[src/rtl/alu_seq.sv]
// Handshaked ALU with iterative shift-add multiply and restoring divide.
// Build option: define ALU_SEQ_DIV_EN to compile in the iterative divider (DIV/REM).

// state | meaning
// IDLE  | waiting for operands, in_ready=1
// BUSY  | MUL/DIV/REM iterating, one step per cycle
// DONE  | result presented, held until out_ready
module alu_seq #(
  parameter int WIDTH = 8
) (
  input  logic             clk,
  input  logic             rst,
  input  logic             in_valid,
  output logic             in_ready,
  input  logic [WIDTH-1:0] in_a,
  input  logic [WIDTH-1:0] in_b,
  input  logic [3:0]       in_op,
  output logic             out_valid,
  input  logic             out_ready,
  output logic [WIDTH-1:0] out_res,
  output logic             out_carry,
  output logic             out_ovf,
  output logic             out_zero,
  output logic             out_err
);

  localparam int CW = $clog2(WIDTH);
  localparam logic [3:0] OP_MUL = 4'h2;
  localparam logic [3:0] OP_DIV = 4'h3;
  localparam logic [3:0] OP_REM = 4'hE;

  typedef enum logic [1:0] {IDLE, BUSY, DONE} state_t;

  state_t           state;
  logic [3:0]       op_q;
  logic [WIDTH-1:0] a_q;
  logic [WIDTH-1:0] acc_hi;
  logic [WIDTH-1:0] acc_lo;
  logic [CW-1:0]    cnt;
  logic             accept;

  logic [WIDTH-1:0] sc_res;
  logic             sc_carry;
  logic             sc_ovf;
  logic             sc_err;
  logic             sc_iter;
  logic [WIDTH:0]   add_full;
  logic [WIDTH:0]   sub_full;

  logic [WIDTH:0]   mul_sum;
  logic [WIDTH-1:0] nx_hi;
  logic [WIDTH-1:0] nx_lo;
  logic [WIDTH-1:0] fin_res;
  logic             fin_ovf;

`ifdef ALU_SEQ_DIV_EN
  logic [WIDTH-1:0] b_q;
  logic [WIDTH:0]   div_shift;
  logic             div_ge;
  logic [WIDTH-1:0] div_rem;
`endif

  assign in_ready = !rst && ((state == IDLE) || ((state == DONE) && out_ready));
  assign accept   = in_valid && in_ready;

  // Single-cycle results, computed straight from the operands being accepted
  always_comb begin
    sc_res   = '0;
    sc_carry = 1'b0;
    sc_ovf   = 1'b0;
    sc_err   = 1'b0;
    sc_iter  = 1'b0;
    add_full = {1'b0, in_a} + {1'b0, in_b};
    sub_full = {1'b0, in_a} - {1'b0, in_b};
    case (in_op)
      4'h0: begin
        sc_res   = add_full[WIDTH-1:0];
        sc_carry = add_full[WIDTH];
        sc_ovf   = (in_a[WIDTH-1] == in_b[WIDTH-1]) && (add_full[WIDTH-1] != in_a[WIDTH-1]);
      end
      4'h1: begin
        sc_res   = sub_full[WIDTH-1:0];
        sc_carry = sub_full[WIDTH];
        sc_ovf   = (in_a[WIDTH-1] != in_b[WIDTH-1]) && (sub_full[WIDTH-1] != in_a[WIDTH-1]);
      end
      OP_MUL: sc_iter = 1'b1;
`ifdef ALU_SEQ_DIV_EN
      OP_DIV: begin
        if (in_b == '0) begin
          sc_res = '1;
          sc_err = 1'b1;
          sc_ovf = 1'b1;
        end else begin
          sc_iter = 1'b1;
        end
      end
      OP_REM: begin
        if (in_b == '0) begin
          sc_res = in_a;
          sc_err = 1'b1;
          sc_ovf = 1'b1;
        end else begin
          sc_iter = 1'b1;
        end
      end
`endif
      4'h4: sc_res = in_a & in_b;
      4'h5: sc_res = in_a | in_b;
      4'h6: sc_res = in_a ^ in_b;
      4'h7: sc_res = ~in_a;
      4'h8: sc_res = {in_a[WIDTH-2:0], 1'b0};
      4'h9: sc_res = {1'b0, in_a[WIDTH-1:1]};
      4'hA: sc_res = {in_a[WIDTH-2:0], in_a[WIDTH-1]};
      4'hB: sc_res = {in_a[0], in_a[WIDTH-1:1]};
      4'hC: sc_res = {{(WIDTH-1){1'b0}}, in_a > in_b};
      4'hD: sc_res = {{(WIDTH-1){1'b0}}, in_a == in_b};
      default: sc_err = 1'b1;
    endcase
  end

  // One iteration step; the final step feeds the result registers directly
  always_comb begin
    nx_hi   = acc_hi;
    nx_lo   = acc_lo;
    mul_sum = {1'b0, acc_hi} + (acc_lo[0] ? {1'b0, a_q} : '0);
`ifdef ALU_SEQ_DIV_EN
    div_shift = {acc_hi, acc_lo[WIDTH-1]};
    div_ge    = div_shift >= {1'b0, b_q};
    div_rem   = div_shift[WIDTH-1:0] - b_q;
`endif
    if (op_q == OP_MUL) begin
      nx_hi = mul_sum[WIDTH:1];
      nx_lo = {mul_sum[0], acc_lo[WIDTH-1:1]};
    end
`ifdef ALU_SEQ_DIV_EN
    else begin
      nx_hi = div_ge ? div_rem : div_shift[WIDTH-1:0];
      nx_lo = {acc_lo[WIDTH-2:0], div_ge};
    end
`endif
    fin_res = (op_q == OP_REM) ? nx_hi : nx_lo;
    fin_ovf = (op_q == OP_MUL) && (nx_hi != '0);
  end

  always_ff @(posedge clk or posedge rst) begin
    if (rst) begin
      state     <= IDLE;
      op_q      <= '0;
      a_q       <= '0;
      acc_hi    <= '0;
      acc_lo    <= '0;
      cnt       <= '0;
      out_valid <= 1'b0;
      out_res   <= '0;
      out_carry <= 1'b0;
      out_ovf   <= 1'b0;
      out_zero  <= 1'b0;
      out_err   <= 1'b0;
`ifdef ALU_SEQ_DIV_EN
      b_q       <= '0;
`endif
    end else begin
      case (state)
        IDLE, DONE: begin
          if (accept) begin
            op_q <= in_op;
            a_q  <= in_a;
`ifdef ALU_SEQ_DIV_EN
            b_q  <= in_b;
`endif
            if (sc_iter) begin
              acc_hi    <= '0;
              acc_lo    <= (in_op == OP_MUL) ? in_b : in_a;
              cnt       <= CW'(WIDTH - 1);
              out_valid <= 1'b0;
              state     <= BUSY;
            end else begin
              out_res   <= sc_res;
              out_carry <= sc_carry;
              out_ovf   <= sc_ovf;
              out_err   <= sc_err;
              out_zero  <= (sc_res == '0);
              out_valid <= 1'b1;
              state     <= DONE;
            end
          end else if ((state == DONE) && out_ready) begin
            out_valid <= 1'b0;
            state     <= IDLE;
          end
        end
        BUSY: begin
          acc_hi <= nx_hi;
          acc_lo <= nx_lo;
          if (cnt == '0) begin
            out_res   <= fin_res;
            out_carry <= 1'b0;
            out_ovf   <= fin_ovf;
            out_err   <= 1'b0;
            out_zero  <= (fin_res == '0);
            out_valid <= 1'b1;
            state     <= DONE;
          end else begin
            cnt <= cnt - 1'b1;
          end
        end
        default: state <= IDLE;
      endcase
    end
  end

endmodule

[config.mk]
export PLATFORM = sky130hd
export DESIGN_NAME = alu_seq
export DESIGN_NICKNAME = d
export VERILOG_FILES = /design/src/rtl/alu_seq.sv
export SDC_FILE = /design/constraint.sdc
export NUM_CORES = 1
export LEC_CHECK = 0
export BUFFER_PORTS_ARGS = -buffer_cell sky130_fd_sc_hd__buf_2
export CORE_MARGIN = 3
export CORE_UTILIZATION = 62
export CTS_BUF_LIST = sky130_fd_sc_hd__clkbuf_8
export CTS_CLUSTER_DIAMETER = 150
export DETAILED_ROUTE_END_ITERATION = 6
export PLACE_DENSITY = 0.83
export SYNTH_ARGS = -nofsm -noshare
export SYNTH_HDL_FRONTEND = slang
export SYNTH_SLANG_ARGS = --single-unit
export TNS_END_PERCENT = 50
[constraint.sdc]
create_clock -name clk -period 3.7 [get_ports clk]
set_clock_uncertainty 0.15 [all_clocks]
set_input_delay 0.37 -clock clk [delete_from_list [all_inputs] [get_ports clk]]
set_output_delay 0.37 -clock clk [all_outputs]
set_load 0.01 [all_outputs]
# Word-level counts from Yosys, hierarchy flattened
# Cells that the tools add are included.
# totals
wordCells	120
inputBits	24
out_inout_bits	14
reg_bits	46
# classes
reduce_logical	23
magnitude_cmp	1
n_bitwise	4
mux	49
n_eq_ne	27
addsub	4
# op_table
cell	count
$mux 8	12
$pmux 8 s12	1
$pmux 8 s2	3
$eq 4x4->1 const B	7
$add 8x8->9	2
$mux 1	17
$eq 4x3->1 const B	4
$logic_not 8->1	2
$pmux 1 s2	7
$reduce_or 13->1	1
$ne 2x2->1 const B	5
$mux 3	3
$sub 8x8->9	1
$and 8x8->8	1
$eq 4x2->1 const B	2
$eq 8x8->1	1
$gt 8x8->1	1
$mux 2	4
$not 8->8	1
$or 8x8->8	1
$reduce_and 4->1	2
$reduce_bool 8->1	1
$xor 8x8->8	1
$logic_and 1x1->1	6
other kinds (18)	22

# Depth between registers and ports, before layout
# Gate-level depths: netlist of run 1.
# depth
word_depth	7
depth_mapped	11
depth_no_buf	11

# Worst setup path before layout of run 1
# OpenSTA, ideal clock, no wires.
# synth_timing
kind	register to register
startpoint	register acc_lo[0]
endpoint	register out_ovf
path_buffers	0
arrival_time_ps	2259
stages_incl_launch_ff	11
setup_time_ps	135
period_less_slack_ps	2544
t_required_ps	3415
slack_ps	1156
cell_sequence	dfrtp_1 and2_1 ha_1 fa_1 a211oi_1 nor3b_1 and4b_1 nor3_1 nand3_1 o211ai_1 nand4_1
# synth_between
elab_chain_cells	7
# synth_rtl
item	line_no	rtl
start, declared	38	logic [WIDTH-1:0] acc_lo;
start signal, assigned	173	acc_lo <= (in_op == OP_MUL) ? in_b : in_a;
start signal, assigned	193	acc_lo <= nx_lo;
$mux 8	125	mul_sum = {1'b0, acc_hi} + (acc_lo[0] ? {1'b0, a_q} : '0);
$add 8x8->9	125	
$mux 8	131	if (op_q == OP_MUL) begin
$reduce_bool 8->1	142	fin_ovf = (op_q == OP_MUL) && (nx_hi != '0);
$logic_and 1x1->1	142	
$mux 1	194	if (cnt == '0) begin
$pmux 1 s2	163	case (state)
end signal, assigned	180	out_ovf <= sc_ovf;
end signal, assigned	197	out_ovf <= fin_ovf;
end, declared	22	output logic out_ovf,
# No other way between the ends. The select of a mux whose other input is x is not followed.
# A chain may end at the register's enable or synchronous reset.

# Worst setup path in the final report of run 1
# Ends and elaborated chain as after synthesis.

==> flow_summary.ini, run 1 <==
[yosys]
syn_inst = 504
synth_xor_area_share_pct = 1.71
post-synth-top-area-fraction_pct = 28.1
synth_warnings = 0
async_reset_ff_share_pct = 100
synth_fa_ha_area_share_pct = 11.9
synth_top_family_by_area = compound AO/OA/AOI/OAI gates
synth_cell_types = 65
synth_compound_area_share_pct = 24.4
yosysTopAreaCell = dfrtp_1
synthesis.nets = 565
synth-simple-area-share_pct = 23.6
synthesis.area_sq_um = 4090
synth_edf_count = 0
synth_mux_area_share_pct = 4.31
ys_seq_area_share_pct = 28.1
yosys-top-cells-area = dfrtp_1 28%, ha_1 10%, o21ai_0 5.4%, nand2_1 5.1%, nor2_1 3.9%
synth_most_common_cell = nand2_1
synthFlopType = dfrtp_1
synth.avg_cell_area_sq_um = 8.12
netlist_top_cells_count = 56 x nand2_1, 46 x dfrtp_1, 44 x o21ai_0, 43 x nor2_1, 34 x ha_1
ys_seq_elements = 46

[final_layout]
diodes = 0
fin_util_pct = 71.5
drive_above_1_share_pct = 13.1
final_area_sq_um = 4410
syn2layout_area_growth_pct = 7.71
nNetsFinal = 587
fillers = 508

[setup_path]
cp-start-kind = flop
cp.arrival_ns = 3.16
r2r_cells = 9
worstPathMaxFanout = 10
required_ns = 3.73
path_class = flop to flop
worst_setup_path_end_kind = flop

[sta]
fin_crit_ns = 3.14
drv_slew = 0
fin_crit_sh_pct = 84.7
relSlewSlack_pct = 35.3
rsz0062_at_grt = no
hold_viol_final = 0
tightest_slew_ns = 0.970
setup_violations = 0
fmax_ghz = 0.319
tns_ns = 0

[floorplanning]
initial_core_util_pct = 66.4
die_area_sq_um = 7610
die_w_um = 87.2
io_pins = 38
core_sq_um = 6170
row_count = 28
die_h_um = 87.2

[detailed_routing]
wire_per_inst_um = 19.7
drt_iter0_drc = 286
vias = 4049
first_pass_iters = 5
drc = 0
drt_wl_total_um = 11800
viasPerCell = 6.73
ant_nets = 0

[clocking]
hold_buffers = 0
clock_path_buffers = 2
cts_buffers = 5
clk_latency_ns = 0.31
cts_setup_buffers = 0
cts_resized = 0
cts_tree = done
cts.htree.levels = 2
cts_sinks = 46
cts.reportedPaths.clkPinSlew_ns = 0.09
root_buffer = clkbuf_8

[power]
leakage_nw = 2.06
power_density_nw_per_um2 = 555
ir_worst_vdd_uv = 375
fin_total_pwr_mw = 2.44

[grt]
grt_pass1_wl_um = 19100
grt.overflow.total = 0
grt_pass1_vias = 3869
grt_max_degree = 47
grtUsageTotal_pct = 32.0
grt_antenna_before_repair = 0

[hold_path]
hold_path_class = primary input to async pin

[place]
post_dp_cell_area_sq_um = 4260
place_congestion = 0.976
post-dp-hpwl_um = 9080
portBuffers = 37

[status]
status = finished, final reports clean

[job]
drv_cap = 0
layout by cell type, fill, tap and decap left out, types with 4 or more instances in the layout:
| cell type | synthesis | routed |
|---|---|---|
| nor2_1 | 43 | 43 |
| and2_1 | 11 | 11 |
| o22ai_1 | 13 | 13 |
| inv_1 | 29 | 28 |
| nand2b_1 | 8 | 8 |
| a211oi_1 | 8 | 8 |
| xnor2_1 | 6 | 6 |
| nand2_1 | 56 | 56 |
| o21ai_0 | 44 | 44 |
| a221oi_1 | 5 | 5 |
| a31oi_1 | 5 | 5 |
| mux2_2 | 5 | 5 |
| nor2b_1 | 10 | 10 |
| buf_4 | 4 | 4 |
| dfrtp_1 | 46 | 46 |
| nand3_1 | 19 | 19 |
| o21a_1 | 5 | 5 |
| buf_2 | 7 | 37 |
| ha_1 | 34 | 34 |
| a21oi_1 | 26 | 26 |
| and3_1 | 5 | 5 |
| clkbuf_8 | 0 | 6 |
| nor3_1 | 9 | 9 |
| nor4_1 | 7 | 7 |
| mux2i_1 | 12 | 12 |
| a22oi_1 | 7 | 7 |
sequential cells by signal (all words and copies together) (netlist names):
register,flops
acc_lo,8
out_res,8
out_carry,1
op_q,4
acc_hi,8
cnt,3
out_zero,1
state,2
a_q,8
out_ovf,1
out_valid,1
out_err,1
worst max-delay path: stages, from the launching register on:
cell	delay, ns
dfrtp_1	0.48
and2_1	0.24
ha_1	0.28
a211oi_1	0.47
nor3_1	0.12
o41ai_1	0.49
xor2_1	0.22
nand4_1	0.12
o211ai_1	0.31
nand4_1	0.12
stage by stage:
step | hold WS (ns) | instances | setup WS (ns)
after global routing | 0.210 | 602 | 0.417
after global placement | 0.307 | 594 | 0.620
final | 0.134 | 602 | 0.565
after floorplan | 0.292 | 504 | 1.16
after detailed placement | 0.320 | 594 | 0.614
after CTS | 0.168 | 602 | 0.625
area by class of cell:
cell class | count | area [sq um] | area share (%)
Inverter | 29 | 109 | 2.47
Multi-Input combinational cell | 403 | 2700 | 61.2
Sequential cell | 46 | 1150 | 26.1
Timing Repair Buffer | 41 | 215 | 4.88
Tap cell | 75 | 93.8 | 2.13
Clock buffer | 6 | 82.6 | 1.87
Clock inverter | 2 | 60.1 | 1.36
report_power, final:
part / switching (mW) / internal, mW
logic: 0.640 / 0.453
registers: 0.182 / 0.691
clock network: 0.188 / 0.288
path summary, 6_finish.rpt:
path                            from   endpoint  slack, ns
min in group clk             in_b[5]  acc_lo[5]       0.23
max in group asynchronous        rst     a_q[5]       2.66
max reg2reg                acc_lo[0]    out_ovf       0.56
max                        acc_lo[0]    out_ovf       0.56
min reg2reg                   cnt[0]     cnt[0]       0.33
min                              rst   state[0]       0.13
routing by layer:
metal  vias to the layer above  routed length (um)  GRT usage [%]
met1                      1931                4860           40.6
met4                         0                 427           13.8
met3                        39                 931           5.30
met5                         -                   0              0
li1                       1878                   -              -
met2                       201                5620           53.8
cells by family (layout without fill, tap and decap cells):
family | count (synthesis) | after routing
compound gates | 150 | 150
xor+xnor | 8 | 8
fa+ha+maj | 37 | 37
simple gates | 191 | 191
flops | 46 | 46
mux | 17 | 17
buf+inv | 55 | 78
(Power assumes the default switching activity.)
==> run 2: changes to the inputs <==
--- a/config.mk
+++ b/config.mk
@@ -5,13 +5,14 @@
 export SDC_FILE = /design/constraint.sdc
 export NUM_CORES = 1
 export LEC_CHECK = 0
+export ABC_AREA = 1
 export BUFFER_PORTS_ARGS = -buffer_cell sky130_fd_sc_hd__buf_2
 export CORE_MARGIN = 3
 export CORE_UTILIZATION = 62
 export CTS_BUF_LIST = sky130_fd_sc_hd__clkbuf_8
 export CTS_CLUSTER_DIAMETER = 150
 export DETAILED_ROUTE_END_ITERATION = 6
-export PLACE_DENSITY = 0.83
+export PLACE_DENSITY = 0.82
 export SYNTH_ARGS = -nofsm -noshare
 export SYNTH_HDL_FRONTEND = slang
 export SYNTH_SLANG_ARGS = --single-unit
==> constraint.sdc (replaced) <==
create_clock -name clk -period 2.9 [get_ports clk]
set_clock_uncertainty 0.15 [all_clocks]
set_input_delay 0.29 -clock clk [delete_from_list [all_inputs] [get_ports clk]]
set_output_delay 0.29 -clock clk [all_outputs]
set_load 0.01 [all_outputs]
==> run 2 against run 1 <==
Effect of this change: maximum frequency is 25% higher; first-iteration DRC count is 12% higher; count of clock-buffer cells in the layout stayed put; synthesized cell count is 34% higher; final cell count is 33% higher; routed wire length is 13% higher.
==> flow_summary.ini, run 2 <==
[yosys]
yosysTopAreaCell = dfrtp_1
synth_fa_ha_area_share_pct = 11.0
synthesis.nets = 735
netlist_top_cells_count = 192 x nand2_1, 83 x inv_1, 66 x nand3_1, 57 x nor2_1, 46 x dfrtp_1
yosys-top-cells-area = dfrtp_1 26%, nand2_1 16%, ha_1 9.6%, nand3_1 7.5%, inv_1 7.0%
ys_seq_area_share_pct = 26.0
synthesis.area_sq_um = 4420
synth-simple-area-share_pct = 36.4
synth_top_family_by_area = simple AND/OR/NAND/NOR gates
synth_edf_count = 0
synth_xor_area_share_pct = 0.594
syn_inst = 674
synth_most_common_cell = nand2_1
synth.avg_cell_area_sq_um = 6.56
synth_warnings = 0
post-synth-top-area-fraction_pct = 26.0
ys_seq_elements = 46
async_reset_ff_share_pct = 100
synth_cell_types = 45
synth_mux_area_share_pct = 0
synthFlopType = dfrtp_1
synth_compound_area_share_pct = 15.1

[clocking]
cts.reportedPaths.clkPinSlew_ns = 0.09
cts_tree = done
cts_sinks = 46
hold_buffers = 0
cts.htree.levels = 2
clk_latency_ns = 0.30
root_buffer = clkbuf_8
clock_path_buffers = 2
cts_resized = 0
cts_setup_buffers = 0
cts_buffers = 5

[final_layout]
syn2layout_area_growth_pct = 7.33
drive_above_1_share_pct = 12.2
nNetsFinal = 765
layout_commonest_cell = nand2_1
layout_common_cells = 192 x nand2_1, 82 x inv_1, 66 x nand3_1, 57 x nor2_1, 46 x dfrtp_1
fin_util_pct = 69.1
diodes = 0

[detailed_routing]
vias = 4722
drc = 0
viasPerCell = 5.90
wire_per_inst_um = 16.7
drt_iter0_drc = 320
ant_nets = 0
drt_wl_total_um = 13300
first_pass_iters = 5

[power]
power_frac_comb_pct = 53.2
p_switching_mw = 1.64
power_density_nw_per_um2 = 714
leakage_nw = 2.57
ir_worst_vdd_uv = 283
sw_frac_of_total_pct = 48.4
p_int_mw = 1.75
p_clk_share_pct = 12.6
power_frac_seq_pct = 34.2

[floorplanning]
core_sq_um = 6870
io_pins = 38
row_count = 30
initial_core_util_pct = 64.4
die_h_um = 90.4
die_w_um = 90.4
die_area_sq_um = 8180

[grt]
grt_busiest_layer = met2
grt_pass1_vias = 4550
grtUsageMet2_pct = 54.0
grt_use_met3_pct = 3.83
grt_pass1_wl_um = 21900
grtUsageTotal_pct = 33.1
grt_antenna_before_repair = 0
grt_max_degree = 47
grt.overflow.total = 0
use_met1_pct = 41.0

[setup_path]
required_ns = 2.95
crit_chain = nand2_1, inv_1, ha_1, fa_1, nand3b_1, nand2_1, o21ai_0, nor2_1, nand3_1, nor2_1, nand3_1, nand2_1, nand2_1, nand2_1
slowest_stage = fa_1
slowest_delay_ns = 0.51
cp-start-kind = flop
worstPathMaxFanout = 10
worst_setup_path_end_kind = flop
path_class = flop to flop
cp.arrival_ns = 2.56
cp_common_cell = nand2_1

[sta]
rsz0062_at_grt = no
fin_crit_ns = 2.50
hold_viol_final = 0
tns_ns = 0
fmax_ghz = 0.399
drv_slew = 0
setup_violations = 0
fin_crit_sh_pct = 86.3
tightest_slew_ns = 0.576
relSlewSlack_pct = 61.6

[place]
place_congestion = 1.08
post-dp-hpwl_um = 10700
portBuffers = 37

[job]
drv_cap = 0

[hold_path]
hold_path_class = primary input to async pin

[status]
status = finished, final reports clean
-- run 2: cell count changes in the layout (fill, tap and decap cells not counted), sizes merged, moves of 7 or more --
cell | before | now
a221oi | 8 | 1
mux2i | 12 | 0
and2 | 11 | 0
nor2 | 45 | 70
a211oi | 8 | 0
nor4 | 8 | 0
nand4 | 3 | 20
inv | 29 | 96
nand2 | 56 | 198
nand3 | 20 | 66
nor2b | 10 | 0
nand2b | 8 | 0
-- run 2: metal layers --
layer / vias to the layer above / wire [um] / part of all wire, %
met1: 2129 / 5200 / 39
met3: 64 / 1040 / 7.8
met5: - / 0 / 0
li1: 2270 / - / -
met4: 0 / 888 / 6.7
met2: 259 / 6210 / 47
-- run 2: worst max-delay path: cells and delay by family, from the launching register on --
family                   cells  cell delay (ns)
adder cells (fa/ha/maj)      2             0.71
AND/OR/NAND/NOR             10             0.71
flip-flops                   1             0.48
AO/OA/AOI/OAI                1             0.31
buffers and inverters        1             0.04
-- run 2: area by class of cell --
cell class / count / area, sq um
multi-input combinational: 514 / 2790
fill: 618 / 2120
sequential: 46 / 1150
inverter: 97 / 375
timing repair buffer: 40 / 208
tap: 96 / 120
clock buffer: 6 / 82.6
clock inverter: 2 / 16.3
-- run 2: metrics by stage --
stage	setup WS [ns]	hold slack, ns	cell area, sq um	cells	total power [mW]
after floorplan	0.204	0.290	4420	674	2.44
after CTS	0.405	0.0527	4740	801	3.36
after detailed placement	0.440	0.309	4650	793	2.93
final	0.396	0.0360	4740	801	3.39
after global routing	0.161	0.0789	4740	801	3.68
after global placement	0.407	0.307	4650	793	2.86
-- run 2: power by group through the flow --
stage               combinational, mW  clock, mW  sequential [mW]
detailed placement               1.77          0             1.16
floorplan                        1.32          0             1.11
global route                     2.04      0.456             1.19
finish                           1.80      0.426             1.16
global placement                 1.71          0             1.15
CTS                              1.78      0.432             1.15
-- run 2: cell families (layout without fill, tap and decap cells) --
kind of cell | Yosys count | count (layout)
flops | 46 | 46
xor+xnor | 3 | 3
buf+inv | 114 | 145
simple gates | 362 | 362
fa+ha+maj | 37 | 37
compound gates | 112 | 112
-- run 2: path summary, 6_finish.rpt --
| path | from | cells past startpoint | endpoint | slack [ns] |
|---|---|---|---|---|
| setup / recovery | acc_lo[0] | 14 | out_zero | 0.40 |
| hold / removal | rst | 3 | out_res[1] | 0.04 |
| setup reg to reg | acc_lo[0] | 14 | out_zero | 0.40 |
| hold reg to reg | cnt[0] | 1 | cnt[0] | 0.32 |
| max in group asynchronous | rst | 3 | op_q[3] | 2.18 |
| min in group clk | in_op[1] | 3 | op_q[1] | 0.19 |
==> run 3: changes to the inputs <==
--- a/config.mk
+++ b/config.mk
@@ -8,11 +8,11 @@
 export ABC_AREA = 1
 export BUFFER_PORTS_ARGS = -buffer_cell sky130_fd_sc_hd__buf_2
 export CORE_MARGIN = 3
-export CORE_UTILIZATION = 62
-export CTS_BUF_LIST = sky130_fd_sc_hd__clkbuf_8
+export CORE_UTILIZATION = 61
+export CTS_BUF_LIST = sky130_fd_sc_hd__clkbuf_16
 export CTS_CLUSTER_DIAMETER = 150
 export DETAILED_ROUTE_END_ITERATION = 6
-export PLACE_DENSITY = 0.82
+export PLACE_DENSITY = 0.81
 export SYNTH_ARGS = -nofsm -noshare
 export SYNTH_HDL_FRONTEND = slang
 export SYNTH_SLANG_ARGS = --single-unit
==> run 3 against run 2 <==
Effect of this change: global-route usage fell by 0.056 points; critical endpoint unchanged; routed wire length rose by 0.98%; non-clock buffer count did not move; register-to-register slack got worse by 0.04 ns; clock power rose by 35%; sequential share of layout area fell by 0.23 points; power rose by 4.9%; worst hold slack improved by 0.014 ns; setup slack got worse by 0.038 ns; count of clock-buffer cells in the layout fell by 1.
==> flow_summary.ini, run 3 (synthesized netlist as in run 2, its figures left out) <==
[detailed_routing]
wire_per_inst_um = 16.8
viasPerCell = 5.99
wl_met3_um = 987
drt_iter0_drc = 405
first_pass_iters = 6
vias = 4796
drt_wl_total_um = 13500
top_layer = met4
ant_nets = 0
drc = 0
drt-met1-wl_um = 5230
wl_met2_um = 6390

[floorplanning]
initial_core_util_pct = 64.0
die_area_sq_um = 8300
row_count = 30
die_h_um = 91.1
die_w_um = 91.1
core_sq_um = 6910
io_pins = 38

[place]
dp.cells = 793
portBuffers = 37
post_dp_cell_area_sq_um = 4650
post-dp-hpwl_um = 10600
place_congestion = 1.10
place_worst_setup_slack_ns = 0.365

[clocking]
hold_buffers = 0
cts_sinks = 46
cts_buffers = 5
clk_latency_ns = 0.29
cts_setup_buffers = 0
root_buffer = clkbuf_16
cts_tree = done
cts_resized = 0
clock_path_buffers = 2
cts.reportedPaths.clkPinSlew_ns = 0.07
cts.htree.levels = 2

[final_layout]
drive_above_1_share_pct = 12.1
final_area_sq_um = 4790
nNetsFinal = 765
diodes = 0
multi_input_comb_area_sq_um = 2790
syn2layout_area_growth_pct = 8.38
layout_common_cells = 192 x nand2_1, 82 x inv_1, 66 x nand3_1, 57 x nor2_1, 46 x dfrtp_1
fin_cells = 801
layout_commonest_cell = nand2_1
fillers = 643
regArea_sq_um = 1150

[setup_path]
rrSetupSlack_ns = 0.36
crit_family = simple AND/OR/NAND/NOR gates
cp_common_cell = nand2_1
slowest_delay_ns = 0.51
worstPathMaxFanout = 10
slowest_stage = fa_1
cp.depth = 14
critical_path_buf_inv_count = 1
worst_setup_path_end_kind = flop
required_ns = 2.93
crit_chain = nand2_1, inv_1, ha_1, fa_1, nand3b_1, nand2_1, o21ai_0, nor2_1, nand3_1, nor2_1, nand3_1, nand2_1, nand2_1, nand2_1
path_class = flop to flop
cp.arrival_ns = 2.58
cp-start-kind = flop
r2r_cells = 14

[status]
status = finished, final reports clean

[grt]
grt.overflow.total = 0
grt_max_degree = 47
grt_antenna_before_repair = 0
grt_pass1_wl_um = 21900
grt_pass1_vias = 4496
grtUsageTotal_pct = 33.0

[sta]
hold_viol_final = 0
whs_ns = 0.0502
fin_crit_sh_pct = 87.7
fin_ws_ns = 0.358
drv_slew = 0
fin_crit_ns = 2.54
setup_violations = 0
fmax_ghz = 0.393
tightest_slew_ns = 0.593
relSlewSlack_pct = 60.5
tns_ns = 0
rsz0062_at_grt = no

[power]
ir_worst_vdd_uv = 324
power_density_nw_per_um2 = 741
leakage_nw = 2.59

[job]
drv_cap = 0

[hold_path]
hold_path_class = primary input to async pin
[run 3: cell types whose count changed in the layout (fill, tap and decap cells not counted), sizes merged]
cell	before	now
clkbuf	6	5
clkinv	2	3
[run 3: layout make-up]
class / count / area share [%]
timing repair buffer: 40 / 4.34
sequential: 46 / 24.0
inverter: 97 / 7.83
tap: 96 / 2.51
multi-input combinational: 514 / 58.3
clock buffer: 5 / 2.61
clock inverter: 3 / 0.418
[run 3: metal layers]
layer  vias to the layer above  GRT usage, %
met5                         -             0
met4                         0          19.8
met3                        67          4.06
met2                       253          54.8
met1                      2201          41.0
li1                       2275             -
[run 3: report_power, final]
| group | switching [mW] | total [mW] | internal, mW |
|---|---|---|---|
| sequential | 0.240 | 1.16 | 0.922 |
| clock | 0.255 | 0.575 | 0.320 |
| combinational | 1.18 | 1.81 | 0.631 |
[run 3: path summary, 6_finish.rpt]
kind / to / start
setup reg to reg: out_zero / acc_lo[0]
min in group clk: state[1] / out_ready
max in group asynchronous: a_q[4] / rst
setup / recovery: out_zero / acc_lo[0]
hold / removal: out_ovf / rst
hold reg to reg: cnt[0] / cnt[0]
[run 3: worst reg2reg max path: cells and delay by family (launching register included)]
kind	cells	cell delay [ns]
buffers and inverters	1	0.04
adders and majority gates	2	0.71
AOI/OAI and AO/OA	1	0.34
and+or+nand+nor	10	0.73
DFF	1	0.47
[run 3: stage by stage]
stage          utilization [%]  total power [mW]
2_1_floorplan                -              2.44
3_3_place_gp              67.3              2.87
3_5_place_dp              67.3              2.94
4_1_cts                   69.4              3.52
5_1_grt                   69.4              3.84
6_report                  69.4              3.55
